$ cat src/rtl/multicycle_control_unit.sv
// Control FSM for the shared RV64I multicycle datapath.
// Sequences fetch/decode/execute/memory/writeback for ld, sd, beq, R-type and
// I-type arithmetic, handshakes with variable-latency memory, parks in TRAP on
// an illegal opcode and counts retired instructions.
module multicycle_control_unit #(
  parameter int CNT_W = 32
) (
  input  logic             clk,
  input  logic             reset,
  input  logic [31:0]      instruction,
  input  logic             zero,
  input  logic             mem_ready,
  output logic             mem_req,
  output logic             mem_read,
  output logic             mem_write,
  output logic             iord,
  output logic             ir_write,
  output logic             pc_write,
  output logic             pc_src,
  output logic             alu_src_a,
  output logic [1:0]       alu_src_b,
  output logic [1:0]       alu_op,
  output logic [1:0]       imm_sel,
  output logic             reg_write,
  output logic             mem_to_reg,
  output logic             trap,
  output logic [CNT_W-1:0] retire_count,
  output logic [3:0]       state
);

  localparam logic [3:0] FETCH  = 4'd0;
  localparam logic [3:0] DECODE = 4'd1;
  localparam logic [3:0] EXEC_R = 4'd2;
  localparam logic [3:0] EXEC_I = 4'd3;
  localparam logic [3:0] ADDR   = 4'd4;
  localparam logic [3:0] MEM_RD = 4'd5;
  localparam logic [3:0] MEM_WR = 4'd6;
  localparam logic [3:0] WB_ALU = 4'd7;
  localparam logic [3:0] WB_MEM = 4'd8;
  localparam logic [3:0] BRANCH = 4'd9;
  localparam logic [3:0] TRAP   = 4'd10;

  localparam logic [6:0] OP_R    = 7'b0110011;
  localparam logic [6:0] OP_I    = 7'b0010011;
  localparam logic [6:0] OP_LD   = 7'b0000011;
  localparam logic [6:0] OP_SD   = 7'b0100011;
  localparam logic [6:0] OP_BR   = 7'b1100011;
  localparam logic [2:0] F3_DW   = 3'b011;
  localparam logic [2:0] F3_BEQ  = 3'b000;

  logic [3:0] state_q;
  logic [3:0] next_state;
  logic [6:0] opcode;
  logic [2:0] funct3;
  logic       retire;
  logic       unused_instr_bits;

  assign opcode = instruction[6:0];
  assign funct3 = instruction[14:12];
  assign state  = state_q;

  // Register and immediate fields are consumed by the datapath, not here.
  assign unused_instr_bits = ^{instruction[31:15], instruction[11:7]};

  // Instructions retire on the edge that leaves their final state.
  assign retire = (state_q == WB_ALU) || (state_q == WB_MEM) ||
                  (state_q == BRANCH) || ((state_q == MEM_WR) && mem_ready);

  // State register; reset aborts any in-flight access and restarts at FETCH.
  always_ff @(posedge clk or negedge reset) begin
    if (!reset) begin
      state_q <= FETCH;
    end else begin
      state_q <= next_state;
    end
  end

  // Retired-instruction counter, wraps modulo 2^CNT_W.
  always_ff @(posedge clk or negedge reset) begin
    if (!reset) begin
      retire_count <= '0;
    end else if (retire) begin
      retire_count <= retire_count + CNT_W'(1);
    end
  end

  // Next-state logic, including opcode dispatch out of DECODE.
  always_comb begin
    next_state = FETCH;
    case (state_q)
      FETCH:  next_state = mem_ready ? DECODE : FETCH;
      DECODE: begin
        if (opcode == OP_R)                          next_state = EXEC_R;
        else if (opcode == OP_I)                     next_state = EXEC_I;
        else if (opcode == OP_LD && funct3 == F3_DW) next_state = ADDR;
        else if (opcode == OP_SD && funct3 == F3_DW) next_state = ADDR;
        else if (opcode == OP_BR && funct3 == F3_BEQ) next_state = BRANCH;
        else                                         next_state = TRAP;
      end
      EXEC_R: next_state = WB_ALU;
      EXEC_I: next_state = WB_ALU;
      // opcode bit 5 separates sd (0100011) from ld (0000011)
      ADDR:   next_state = instruction[5] ? MEM_WR : MEM_RD;
      MEM_RD: next_state = mem_ready ? WB_MEM : MEM_RD;
      MEM_WR: next_state = mem_ready ? FETCH : MEM_WR;
      WB_ALU: next_state = FETCH;
      WB_MEM: next_state = FETCH;
      BRANCH: next_state = FETCH;
      TRAP:   next_state = TRAP;
      default: next_state = FETCH;
    endcase
  end

  // Datapath control decode; Mealy terms are ir_write/pc_write in FETCH and
  // pc_write in BRANCH.
  always_comb begin
    mem_req    = 1'b0;
    mem_read   = 1'b0;
    mem_write  = 1'b0;
    iord       = 1'b0;
    ir_write   = 1'b0;
    pc_write   = 1'b0;
    pc_src     = 1'b0;
    alu_src_a  = 1'b0;
    alu_src_b  = 2'b00;
    alu_op     = 2'b00;
    imm_sel    = 2'b00;
    reg_write  = 1'b0;
    mem_to_reg = 1'b0;
    trap       = 1'b0;
    case (state_q)
      FETCH: begin
        mem_req   = 1'b1;
        mem_read  = 1'b1;
        alu_src_b = 2'b01;
        ir_write  = mem_ready;
        pc_write  = mem_ready;
      end
      DECODE: begin
        // precompute the branch target into ALUOut
        alu_src_b = 2'b10;
        imm_sel   = 2'b11;
      end
      EXEC_R: begin
        alu_src_a = 1'b1;
        alu_op    = 2'b10;
      end
      EXEC_I: begin
        alu_src_a = 1'b1;
        alu_src_b = 2'b10;
        alu_op    = 2'b10;
      end
      ADDR: begin
        alu_src_a = 1'b1;
        alu_src_b = 2'b10;
        imm_sel   = {1'b0, instruction[5]};
      end
      MEM_RD: begin
        mem_req  = 1'b1;
        mem_read = 1'b1;
        iord     = 1'b1;
      end
      MEM_WR: begin
        mem_req   = 1'b1;
        mem_write = 1'b1;
        iord      = 1'b1;
      end
      WB_ALU: begin
        reg_write = 1'b1;
      end
      WB_MEM: begin
        reg_write  = 1'b1;
        mem_to_reg = 1'b1;
      end
      BRANCH: begin
        alu_src_a = 1'b1;
        alu_op    = 2'b01;
        pc_src    = 1'b1;
        pc_write  = zero;
      end
      TRAP: begin
        trap = 1'b1;
      end
      default: begin
      end
    endcase
  end

endmodule

$ cat config.mk
export PLATFORM = sky130hd
export DESIGN_NAME = multicycle_control_unit
export DESIGN_NICKNAME = d
export VERILOG_FILES = /design/src/rtl/multicycle_control_unit.sv
export SDC_FILE = /design/constraint.sdc
export NUM_CORES = 1
export LEC_CHECK = 0
export ABC_AREA = 1
export CAP_MARGIN = 15
export CORE_MARGIN = 2
export CORE_UTILIZATION = 35
export CTS_BUF_LIST = sky130_fd_sc_hd__clkbuf_8
export DETAILED_ROUTE_END_ITERATION = 10
export HOLD_SLACK_MARGIN = 0.1
export PLACE_DENSITY = 0.65
export SLEW_MARGIN = 15
export SYNTH_ARGS = -nofsm -noshare
export SYNTH_HDL_FRONTEND = slang
export SYNTH_SLANG_ARGS = --single-unit
export TNS_END_PERCENT = 100
$ cat constraint.sdc
create_clock -name clk -period 2.3 [get_ports clk]
set_clock_uncertainty 0.15 [all_clocks]
set_input_delay 0.46 -clock clk [delete_from_list [all_inputs] [get_ports clk]]
set_output_delay 0.46 -clock clk [all_outputs]
set_load 0.005 [all_outputs]
==> metrics.md <==
| Metric | Value |
|---|---|
| Status | complete, no violations |
| CTS buffer count | 5 |
| Inst Count DP | 503 |
| DRC errors left | 0 |
| Period utilisation layout | 97.31% |
| VDD IR max | 0.0005249 V |
| CTS tree | done |
| Buf+Inv Stages, Crit Path | 3 |
| Fin nets | 481 |
| Largest net degree at the start of global routing | between 40 and 50 |
| WL per Instance | 12.34 microns |
| I/O Pins | 89 |
| Fill count | 650 |
| Slew Limit Fails | 0 |
| Crit-path leading delay family | buffers and inverters |
| Leak | 1.739 nW |
| Worst-path clk slew | 70 ps |
| CP startpoint kind | flip-flop |
| Max stage delay on crit path | approximately 500 ps |
| Ant diodes | 0 |
| Gr usage total | 17.54% |
| Finished Cell Area | 3511 sq um |
| TritonRoute pass-1 iters | 5 |
| Port Buffer Count | 66 |
| GRT Residual Overflow | 0 |
| Hold Path Class | flip-flop to flip-flop |
| Reg-to-reg slack, setup | 490 ps |
| DRT antenna net count | 0 |
| First-pass GRT wire length | 10,560 microns |
| CTS H-Tree Depth | 2 |
| DRT iter0 DRCs | 100 |
| Vias per inst | 4.722 |
| Initial antenna violation count | 0 |
| Worst Setup End Kind | output port |
| Gate Count Post-Synth | 355 |
| Synth Area per Inst | 6.838 sq um |
| Sequential share of the synthesized area | 37.11% |
| Final hold vios | 0 |
| Power per cell area | a little under 800 nW/um^2 |
| CP arrival | roughly 1600 ps |
| Unique masters post-synth | 23 |
| Cell Rows | 30 |
| Min cycle time layout | about 2200 ps |
| Sink Count | 36 |
| Synth Warn # | 0 |
| Crit Path Max Fanout | 5 |
| CP max-delay cell | clkdlybuf4s50_1 |
| Area Growth Syn to Fin | 44.64% |
| Total Wirelength | 6478 microns |
| Non-Filler Instances | 525 |
| CTS Buffer Depth | 2 |
| Syn_nets | between 300 and 400 |
| Total negative slack | 0 ps |
| Die width | 87.28 microns |
| Count of max-cap constraint violations | 0 |
| Vias | 2,479 |
| Die Ht | 87.28 microns |
| Via count of the first global-routing pass | approximately 2,300 |
| Critical path required time | 1690 ps |
| Max_slew headroom | around 66% |
| Maximum operating frequency | 0.4468 GHz |
| Placed cell area | 3194 sq um |
| Critical path, cell by cell | inv_4 -> nor2_4 -> nand2_4 -> inv_2 -> clkdlybuf4s50_1 |
| Power Total | around 2.7 mW |
| Slew @ Worst Pin | 502.3 ps |
| Share of cells above drive strength 1 | 17.30% |
| Setup CP Type | flip-flop to output port |
| HPWL Detailed | 4642 microns |
| Register bit total from synthesis | 36 |
| Placer Congestion | 0.8198 |
| Setup violators final | 0 |
| Root buffer cell | clkbuf_8 |
| Die area | 7617 sq um |
| Hold_ws | 368.3 ps |
| Core box area | between 6000 and 7000 sq um |
| Mapped cell area | roughly 2400 sq um |
| Starting density of the core | 35.93% |
| Clock Latency Late Sink | 290 ps |
## path summary, 6_finish.rpt
kind / startpoint / endpoint / cells past startpoint
setup reg to reg: state[0] / retire_count[31] / 10
hold reg to reg: retire_count[10] / retire_count[10] / 1
setup / recovery: state[0] / pc_src / 5
min in group asynchronous: reset / retire_count[27] / 3
max in group asynchronous: reset / state[2] / 3
hold / removal: retire_count[10] / retire_count[10] / 1
## synthesized netlist by cell type
cell	count	area (sq um)
nand2_1	134	503.0
nor2_1	46	172.7
inv_1	45	168.9
dfrtp_1	36	900.9
nand3_1	24	120.1
nand2_2	11	68.82
nand4_1	10	62.56
nor3_1	7	35.03
xnor2_1	6	52.55
xnor2_2	6	97.59
xor2_1	6	52.55
o21ai_0	5	25.02
nor2_2	4	25.02
nor2_4	3	33.78
buf_4	2	15.01
inv_2	2	7.510
o21ai_1	2	10.01
buf_12	1	20.02
buf_6	1	11.26
ha_1	1	12.51
nand3_4	1	17.52
o211ai_1	1	7.510
o21bai_1	1	7.510
## cells by family (layout without fill, tap and decap cells)
family	after synthesis	after routing	synth area share (%)
and+or+nand+nor	240	240	42.78
buffers and inverters	51	141	9.175
DFF	36	36	37.11
xor gates and xnor gates	18	18	8.350
AOI/OAI and AO/OA	9	9	2.062
adders and majority gates	1	1	0.5154
## power by group
| group | switching (mW) | internal (mW) |
|---|---|---|
| registers | 0.109 | 0.713 |
| clock network | 0.223 | 0.236 |
| logic | 0.729 | 0.730 |
## per-layer routing
| layer | vias up | GRT usage, % | share of wire, % |
|---|---|---|---|
| met5 | - | 0 | 0 |
| met4 | 0 | 4.615 | 1.4 |
| met3 | 9 | 3.886 | 4.1 |
| met2 | 55 | 28.44 | 50 |
| met1 | 1143 | 23.68 | 45 |
| li1 | 1272 | - | - |
## state kept, by name, indices dropped and copies added, names as in the netlist
signal / count
retire_count: 32
state: 4
## repair_timing
action | in CTS | in global routing
setup endpoints to repair | 12 | 12
hold buffers | 1 | 0
gates resized for setup | 21 | 29
pin swaps | 3 | 4
endpoints found under the hold margin | 36 | 0
setup buffers | 8 | 5
## cell type report
cell class	count	area, sq um	share of cell area, %
Clock buffer	6	82.58	2.352
Clock inverter	2	7.507	0.2138
Inverter	47	181.4	5.167
Multi-Input combinational cell	268	1389	39.56
Sequential cell	36	904.6	25.77
Tap cell	80	100.1	2.851
Timing Repair Buffer	86	845.8	24.09
## cell usage in the layout (no fill, tap or decap), types with 4 or more instances in the layout
cell               n
xnor2_2            6
nor3_1             7
nor2_4             8
inv_2              7
nor2_2             5
buf_4             17
xnor2_1            6
o21ai_0            4
xor2_1             6
dlymetal6s2s_1    10
clkbuf_8           6
inv_1             40
nand2_1          127
nor2_1            40
nand3_1           23
dfrtp_1           33
nand4_1           10
nand2_2           15
clkdlybuf4s50_1   52
## through the flow
stage | util, % | worst slack [ps]
finish | 51.96 | 61.89
global route | 51.96 | -9.551
CTS | 50.28 | -24.82
detailed placement | 47.28 | 36.89
global placement | 47.28 | 26.02
floorplan | - | 596.6
(Power assumes the default switching activity.)
